### config.mk
export PLATFORM = sky130hd
export DESIGN_NAME = oled_spi_rx
export DESIGN_NICKNAME = d
export VERILOG_FILES = /design/src/rtl/oled_spi_rx.sv
export SDC_FILE = /design/constraint.sdc
export NUM_CORES = 1
export LEC_CHECK = 0
export CAP_MARGIN = 20
export CORE_AREA = 2 2 99 101
export DETAILED_ROUTE_END_ITERATION = 10
export DIE_AREA = 0 0 101 103
export GPL_TIMING_DRIVEN = 0
export PLACE_DENSITY = 0.71
export SLEW_MARGIN = 20
export SYNTH_ARGS = -nofsm -noshare
export SYNTH_HDL_FRONTEND = slang
export SYNTH_SLANG_ARGS = --single-unit
### constraint.sdc
create_clock -name clk -period 1.9 [get_ports clk]
set_input_delay 0.19 -clock clk [delete_from_list [all_inputs] [get_ports clk]]
set_output_delay 0.19 -clock clk [all_outputs]
set_load 0.01 [all_outputs]
### src/rtl/oled_spi_rx.sv
`timescale 1ns/1ps
// oled_spi_rx: receive side of the OLED Pmod SPI link (SPI mode 3).
// It oversamples cs/sclk/mosi/dc/res_n in the clk domain and rebuilds bytes
// tagged command (dc=0) or data (dc=1). The bytes go into a small FIFO that
// is read through a valid/ready port.
// Ports:
//   clk, rst        system clock; asynchronous active-high reset
//   oled_cs         chip select, active-low (async)
//   oled_sclk       serial clock, idles high (async)
//   oled_mosi       serial data, MSB first (async)
//   oled_dc         0 = command, 1 = data (async)
//   oled_res_n      display reset, active-low (async); flushes the FIFO
//   rx_data/rx_dc   head-of-FIFO byte and its D/C tag
//   rx_valid        FIFO not empty
//   rx_ready        consumer pops the head when rx_valid & rx_ready
//   overflow        sticky: a completed byte was dropped on a full FIFO
//   frame_err       sticky: cs rose in the middle of a byte
//   clr_err         synchronous clear of overflow and frame_err
//   byte_count      bytes accepted into the FIFO since reset (wraps)
module oled_spi_rx #(
  parameter int unsigned FIFO_DEPTH  = 4,
  parameter int unsigned SYNC_STAGES = 2
) (
  input  logic        clk,
  input  logic        rst,
  input  logic        oled_cs,
  input  logic        oled_sclk,
  input  logic        oled_mosi,
  input  logic        oled_dc,
  input  logic        oled_res_n,
  output logic [7:0]  rx_data,
  output logic        rx_dc,
  output logic        rx_valid,
  input  logic        rx_ready,
  output logic        overflow,
  output logic        frame_err,
  input  logic        clr_err,
  output logic [15:0] byte_count
);

  localparam int unsigned AW = $clog2(FIFO_DEPTH);
  localparam int unsigned PW = AW + 1;

  typedef enum logic [1:0] {
    IDLE  = 2'd0,
    SHIFT = 2'd1,
    FLUSH = 2'd2
  } state_t;

  // Synchronizers, reset to the idle levels of the link
  logic [SYNC_STAGES-1:0] cs_sync, sclk_sync, mosi_sync, dc_sync, res_sync;
  logic                   sclk_prev;

  always_ff @(posedge clk or posedge rst) begin
    if (rst) begin
      cs_sync   <= '1;
      sclk_sync <= '1;
      mosi_sync <= '0;
      dc_sync   <= '0;
      res_sync  <= '1;
      sclk_prev <= 1'b1;
    end else begin
      cs_sync   <= {cs_sync[SYNC_STAGES-2:0], oled_cs};
      sclk_sync <= {sclk_sync[SYNC_STAGES-2:0], oled_sclk};
      mosi_sync <= {mosi_sync[SYNC_STAGES-2:0], oled_mosi};
      dc_sync   <= {dc_sync[SYNC_STAGES-2:0], oled_dc};
      res_sync  <= {res_sync[SYNC_STAGES-2:0], oled_res_n};
      sclk_prev <= sclk_sync[SYNC_STAGES-1];
    end
  end

  logic cs_s, sclk_s, mosi_s, dc_s, res_s, sclk_rise_c;
  assign cs_s        = cs_sync[SYNC_STAGES-1];
  assign sclk_s      = sclk_sync[SYNC_STAGES-1];
  assign mosi_s      = mosi_sync[SYNC_STAGES-1];
  assign dc_s        = dc_sync[SYNC_STAGES-1];
  assign res_s       = res_sync[SYNC_STAGES-1];
  assign sclk_rise_c = sclk_s & ~sclk_prev;

  // Bit-level receive FSM
  state_t     state;
  logic [2:0] bit_cnt;
  logic [7:0] shreg;
  logic       pend_valid;   // completed byte waiting to be pushed next cycle
  logic [7:0] pend_byte;
  logic       pend_dc;
  logic       frame_evt_c;

  // cs rising with a partial byte; a display reset never counts as a framing error
  assign frame_evt_c = (state == SHIFT) & res_s & cs_s & (bit_cnt != 3'd0);

  always_ff @(posedge clk or posedge rst) begin
    if (rst) begin
      state      <= IDLE;
      bit_cnt    <= 3'd0;
      shreg      <= 8'd0;
      pend_valid <= 1'b0;
      pend_byte  <= 8'd0;
      pend_dc    <= 1'b0;
      frame_err  <= 1'b0;
    end else begin
      pend_valid <= 1'b0;
      frame_err  <= (frame_err & ~clr_err) | frame_evt_c;
      if (!res_s) begin
        state   <= FLUSH;
        bit_cnt <= 3'd0;
        shreg   <= 8'd0;
      end else begin
        case (state)
          IDLE: begin
            bit_cnt <= 3'd0;
            shreg   <= 8'd0;
            if (!cs_s) state <= SHIFT;
          end
          SHIFT: begin
            if (cs_s) begin
              state   <= IDLE;
              bit_cnt <= 3'd0;
              shreg   <= 8'd0;
            end else if (sclk_rise_c) begin
              shreg   <= {shreg[6:0], mosi_s};
              bit_cnt <= bit_cnt + 3'd1;
              if (bit_cnt == 3'd7) begin
                pend_valid <= 1'b1;
                pend_byte  <= {shreg[6:0], mosi_s};
                pend_dc    <= dc_s;
              end
            end
          end
          FLUSH: begin
            bit_cnt <= 3'd0;
            shreg   <= 8'd0;
            state   <= IDLE;
          end
          default: state <= IDLE;
        endcase
      end
    end
  end

  // Byte FIFO with extra-MSB pointers
  logic [8:0]    mem [FIFO_DEPTH];
  logic [PW-1:0] wr_ptr, rd_ptr;
  logic [PW-1:0] wr_nxt_c, rd_nxt_c;
  logic          full_c, pop_c, push_ok_c, ovf_evt_c;
  logic [8:0]    head_c;

  always_comb begin
    full_c    = (wr_ptr[AW] != rd_ptr[AW]) && (wr_ptr[AW-1:0] == rd_ptr[AW-1:0]);
    pop_c     = rx_valid & rx_ready;
    // a pop in the same cycle frees the slot before the push is judged
    push_ok_c = pend_valid & res_s & (~full_c | pop_c);
    ovf_evt_c = pend_valid & res_s & full_c & ~pop_c;
    rd_nxt_c  = pop_c ? rd_ptr + PW'(1) : rd_ptr;
    wr_nxt_c  = push_ok_c ? wr_ptr + PW'(1) : wr_ptr;
    // an empty-after-pop FIFO takes its new head straight from the push
    head_c    = (rd_nxt_c == wr_ptr) ? {pend_dc, pend_byte} : mem[rd_nxt_c[AW-1:0]];
  end

  always_ff @(posedge clk) begin
    if (push_ok_c) mem[wr_ptr[AW-1:0]] <= {pend_dc, pend_byte};
  end

  always_ff @(posedge clk or posedge rst) begin
    if (rst) begin
      wr_ptr     <= '0;
      rd_ptr     <= '0;
      rx_valid   <= 1'b0;
      rx_data    <= 8'd0;
      rx_dc      <= 1'b0;
      byte_count <= 16'd0;
      overflow   <= 1'b0;
    end else begin
      overflow <= (overflow & ~clr_err) | ovf_evt_c;
      if (!res_s) begin
        wr_ptr   <= '0;
        rd_ptr   <= '0;
        rx_valid <= 1'b0;
      end else begin
        wr_ptr   <= wr_nxt_c;
        rd_ptr   <= rd_nxt_c;
        rx_valid <= (wr_nxt_c != rd_nxt_c);
        if (wr_nxt_c != rd_nxt_c) {rx_dc, rx_data} <= head_c;
        if (push_ok_c) byte_count <= byte_count + 16'd1;
      end
    end
  end

endmodule

Word-level counts from Yosys, hierarchy flattened
Memories as Yosys holds them, arrays and structs flattened.
Index checks and enable logic that the tools add are counted.
{"block": "totals", "reg_bits": 67, "wordCells": 89, "in_bits": 9, "ram_bits": 36, "n_memories": 1}
{"memory": "mem", "depth": 4, "width": 9, "read_ports": 1, "rd_ports_with_merged_regs": 0, "wr": 1, "line_no": "142", "source": "logic [8:0] mem [FIFO_DEPTH];"}
{"block": "classes", "n_bitwise": 19, "muxes": 25, "n_reduce_logical": 9, "n_eq_ne": 11, "add_sub_neg": 4}
{"operator": "3-bit two-way mux", "count": 7}
{"operator": "7-bit two-way mux", "count": 3}
{"operator": "16-bit by 1-bit adder with 16-bit output (second input constant)", "count": 1}
{"operator": "7-bit one-hot mux with 2 select lines", "count": 1}
{"operator": "1-bit bitwise AND", "count": 11}
{"operator": "3-bit by 1-bit adder with 3-bit output (second input constant)", "count": 3}
{"operator": "9-bit two-way mux", "count": 1}
{"operator": "1-bit two-way mux", "count": 8}
{"operator": "2-bit AND reduction", "count": 4}
{"operator": "2-bit two-way mux", "count": 3}
{"operator": "3-bit != test (second input constant)", "count": 2}
{"operator": "3-bit one-hot mux with 2 select lines", "count": 1}
{"operator": "1-bit inverter", "count": 5}
{"operator": "5-bit AND reduction", "count": 1}
{"operator": "4-bit != test (second input constant)", "count": 1}
{"operator": "2-bit one-hot mux with 2 select lines", "count": 1}
{"operator": "3-bit == test", "count": 1}
{"operator": "3-bit == test (second input constant)", "count": 1}
{"operator": "3-bit by 2-bit != test with 1-bit output (second input constant)", "count": 1}
{"operator": "3-bit != test", "count": 1}
{"operator": "1-bit OR", "count": 3}
{"operator": "3-bit nonzero test", "count": 1}
{"operator": "2-bit by 1-bit == test with 1-bit output (second input constant)", "count": 1}
{"operator": "2-bit == test", "count": 1}
{"operator": "other kinds (5)", "count": 5}

Depth between registers and ports, before layout
{"block": "logic_depth", "word_depth": 8, "mapped_depth": 8, "mapped_depth_nobuf": 7}

Least setup slack after synthesis
OpenSTA, ideal clock, no wires.
{"block": "synth_timing", "path_kind": "reg-to-reg", "start": "register wr_ptr[1]", "end": "register rx_data[0]", "synth_period_minus_slack_ps": 1923, "arrival_ps": 1797, "path_stages_with_launch": 9, "slack_ps": -23, "n_path_buf": 1, "path_cell_list": "dfrtp_1 > inv_1 > ha_1 > nor4bb_1 > a41o_1 > a21o_1 > a221o_1 > buf_6 > mux2i_1"}
{"block": "synth_between", "elab_chain_len": 8}
{"item": "start: declaration", "line_no": "143", "source": "logic [PW-1:0] wr_ptr, rd_ptr;"}
{"item": "start signal: assignment", "line_no": "180", "source": "wr_ptr <= wr_nxt_c;"}
{"item": "2-bit == test", "line_no": "149", "source": "full_c = (wr_ptr[AW] != rd_ptr[AW]) && (wr_ptr[AW-1:0] == rd_ptr[AW-1:0]);"}
{"item": "1-bit logical AND", "line_no": "149"}
{"item": "1-bit inverter", "line_no": "152", "source": "push_ok_c = pend_valid & res_s & (~full_c | pop_c);"}
{"item": "1-bit OR", "line_no": "152"}
{"item": "1-bit bitwise AND", "line_no": "152"}
{"item": "3-bit two-way mux", "line_no": "155", "source": "wr_nxt_c = push_ok_c ? wr_ptr + PW'(1) : wr_ptr;"}
{"item": "3-bit != test", "line_no": "183", "source": "if (wr_nxt_c != rd_nxt_c) {rx_dc, rx_data} <= head_c;"}
{"item": "2-bit AND reduction (no source line)"}
{"item": "end signal: assignment", "line_no": "169", "source": "rx_data <= 8'd0;"}
{"item": "end signal: assignment", "line_no": "183"}
{"item": "end: declaration", "line_no": "31", "source": "output logic [7:0] rx_data,"}
Several ways; a longest one is shown, not always the timed one.
A chain may end at the register's enable or synchronous reset.

Worst setup path after layout
{"block": "layout_timing", "start": "register wr_ptr[0]", "end": "register rx_data[2]"}
Same word-level chain as after synthesis.

==> key figures <==
Floorplanning
  • Die ar.: 10400 um^2
  • Placement Rows: 36
  • Core area: 9460 um^2
  • Ports: 37
  • Initial Util: 48.0%
  • Die width: 101 um
  • Die height: 103 um

Power
  • Leakage: 2.28 nW
  • Sequential share of power: 63.3%
  • Cell Pwr Density: 665 nW/um^2
  • Switching Share: 22.7%
  • Logic pwr share: 1.9%
  • Internal Power: 0.00282 W
  • Clock group share of total power: 34.8%
  • Max VDD drop: 0.354 mV
  • P_sw: 0.000828 W

STA
  • Slack of the critical path: -0.193 ns
  • Clock Skews: 0.0126 ns
  • Final min period: 2.09 ns
  • Slew headroom: 68.3%
  • Period utilization: 110%
  • # setup viols final: 10
  • Slew @ Worst Pin: 0.472 ns
  • Fmax: 478 MHz
  • RSZ-0062 raised after global routing: true
  • Post-route setup TNS: -1.73 ns
  • Fin. Hold Viols: 0
  • Slew Limit Fails: 0

Worst setup path
  • Reg2Reg Depth: 8
  • Worst-path fanout max: 10
  • Worst Setup Path Type: reg2reg
  • R2R Path Start: wr_ptr[0]
  • R2r endpoint: rx_data[2]
  • CP Data Arrival Time: 2.35 ns
  • Reg2Reg Setup Slack: -0.19 ns
  • CP endpoint kind: flip-flop
  • Startpoint types: flip-flop
  • Worst endpoint required time: 2.15 ns

Logic synthesis
  • Ys flop type: dfrtp_1
  • Largest cells by area after synthesis: dfrtp_1 (33%), edfxtp_1 (24%), nand3_1 (5.0%)
  • Top cell type's share of synthesized area: 33.0%
  • Cells after Synth: 386
  • Yosys warns: 0
  • Post-Syn Area: 4540 um^2
  • Post-Syn Area per Cell: 11.8 um^2
  • Area leader, netlist: dfrtp_1
  • Asr flop ratio synth: 65.0%
  • Synthesized flop and latch total: 103
  • Unique masters post-synth: 47
  • Mapped Nets: 404
  • Sequential-to-total area share from yosys stat: 60.9%
  • EDFF count, synth: 36

Finish
  • Layout cells sized above 1: 19.4%
  • Final Net Count: 456
  • Most frequent cells in the layout: dfrtp_1 (55), nand3_1 (40), edfxtp_1 (36)
  • Commonest non-fill, non-tap cell in the layout: dfrtp_1
  • Fin area: 5490 um^2
  • # diodes: 0
  • FILL cells: 767
  • Final core utilization: 58.0%
  • Layout area overhead: 20.8%

Route
  • Wire per inst: 15.4 um
  • Final ANT Viol Nets: 0
  • Post-Route WL: 8.60 mm
  • Drt via density: 5.50
  • Vias: 3062
  • DRT iter0 DRCs: 140
  • DRC Markers: 0
  • First-pass iteration count of the detailed router: 5

GRT
  • GR Util met2: 30.1%
  • M3 GR Usage: 4.14%
  • Vias in the first global route: 2970
  • Grt peak-use layer: met2
  • Initial antenna violation count: 0
  • All-Layer GR Usage: 17.8%
  • Largest net degree at the start of global routing: 55
  • Global-route wire length before repair: 14.4 mm
  • Total gr overflow: 0
  • Grt met1 use: 22.2%

Flow run
  • MaxCap Viol Count: 0

Run status
  • Failing checks: setup timing
  • Status: complete, but fails checks

Clock tree
  • TritonCTS clock tree: done
  • Clk sink count: 103
  • CTS HTree Levels: 3
  • Clk slew on worst S/H paths: 0.11 ns
  • Clock latency on the worst-skew pair: 0.37 ns
  • Max Root-Sink Buffers: 2
  • TritonCTS Buffers: 9
  • Root Buffer Master: clkbuf_8

Place
  • Final Wtd Congestion: 0.806
  • Detailed Place HPWL: 5.91 mm
  • IO buf count: 35
  • Setup WS pre-CTS: -0.435 ns
  • Placed cell areas: 5070 um^2

Min path
  • Min-Delay Path Class: in2async
-- cells by family (layout without fill, tap and decap cells) --
group	after synthesis	count (layout)	synth area share (%)
buffers and inverters	42	99	3.77
AO/OA/AOI/OAI	64	64	9.33
flip-flops	103	103	60.9
multiplexers	19	19	4.43
AND/OR/NAND/NOR	125	125	14.0
XOR/XNOR	24	24	5.09
adder cells (fa/ha/maj)	9	9	2.48
-- synthesized netlist by cell type, types with 2 or more instances --
| cell | count |
|---|---|
| ha_1 | 9 |
| and4_1 | 3 |
| edfxtp_1 | 36 |
| a41o_1 | 2 |
| nand3_1 | 45 |
| clkbuf_2 | 2 |
| nand2_1 | 33 |
| and2_1 | 7 |
| a221oi_1 | 10 |
| and3_1 | 4 |
| nand2b_1 | 4 |
| nand4_1 | 7 |
| buf_2 | 3 |
| a21bo_2 | 2 |
| a21oi_1 | 4 |
| inv_1 | 27 |
| mux2_2 | 9 |
| nor3_1 | 2 |
| mux2i_1 | 10 |
| a21o_1 | 2 |
| dfrtp_1 | 60 |
| clkbuf_1 | 7 |
| nor2_1 | 11 |
| o21ai_0 | 28 |
| dfstp_2 | 7 |
| xnor2_1 | 15 |
| xor2_1 | 7 |
| a31oi_1 | 9 |
| nor2b_1 | 3 |
-- timing repair --
action,CTS,global route
gates resized for setup,21,28
setup endpoints to repair,66,68
hold buffers,0,0
cloned,0,0
setup buffers,2,5
hold endpoints to repair,0,0
pin swaps,2,1
-- power by group through the flow --
stage                     combinational [W]  clock (W)  sequential (W)
after CTS                         0.0000703    0.00131         0.00231
after detailed placement          0.0000689          0         0.00236
after global routing              0.0000784    0.00139         0.00232
final                             0.0000690    0.00127         0.00231
after global placement            0.0000596          0         0.00236
after floorplan                   0.0000338          0         0.00236
-- area by class of cell --
class / instances / area, um^2 / area share (%)
Inverter: 28 / 110 / 2.01
Sequential cell: 103 / 2770 / 50.5
Multi-Input combinational cell: 241 / 1790 / 32.6
Clock buffer: 9 / 124 / 2.26
Tap cell: 114 / 143 / 2.60
Buffer: 12 / 61.3 / 1.12
Clock inverter: 7 / 55.1 / 1.00
Timing Repair Buffer: 43 / 430 / 7.84
-- how the worst max path moves through the flow --
stage          startpoint         end  slack (ns)
4_1_cts         wr_ptr[2]  rx_data[2]       -0.14
6_report        wr_ptr[0]  rx_data[2]       -0.19
3_3_place_gp          rst  rx_data[0]       -1.09
5_1_grt         wr_ptr[2]  rx_data[2]       -0.23
2_1_floorplan   wr_ptr[0]  rx_data[0]       -0.01
3_5_place_dp    wr_ptr[0]  rx_data[2]       -0.44
-- layer usage --
layer  up-vias  share of wire (%)
met5         -                  0
met3        12                3.7
met4         0                1.3
li1       1489                  -
met2        63                 51
met1      1498                 44
-- sequential cells by signal, summed over array words and instances (netlist names), 2 cells and up --
signal,cells
pend_byte,8
cs_sync,2
bit_cnt,3
mosi_sync,2
dc_sync,2
res_sync,2
rx_data,8
wr_ptr,3
sclk_sync,2
rd_ptr,3
mem,36
byte_count,16
state,2
shreg,7
-- per-stage QoR --
stage	cells	total power (W)	hold slack (ns)
after floorplan	386	0.00239	0.194
after global placement	535	0.00242	0.334
after detailed placement	536	0.00243	0.335
after CTS	553	0.00369	0.0665
after global routing	557	0.00379	0.0755
final	557	0.00365	0.0782
-- critical path, cell delays in order (launching register included) --
cell,delay (ns)
dfrtp_2,0.54
inv_4,0.08
ha_4,0.27
nor4bb_2,0.04
a41o_1,0.23
a21o_1,0.19
a221o_1,0.34
buf_6,0.16
mux2i_1,0.12
No activity file was read; power rests on OpenSTA's default activity.
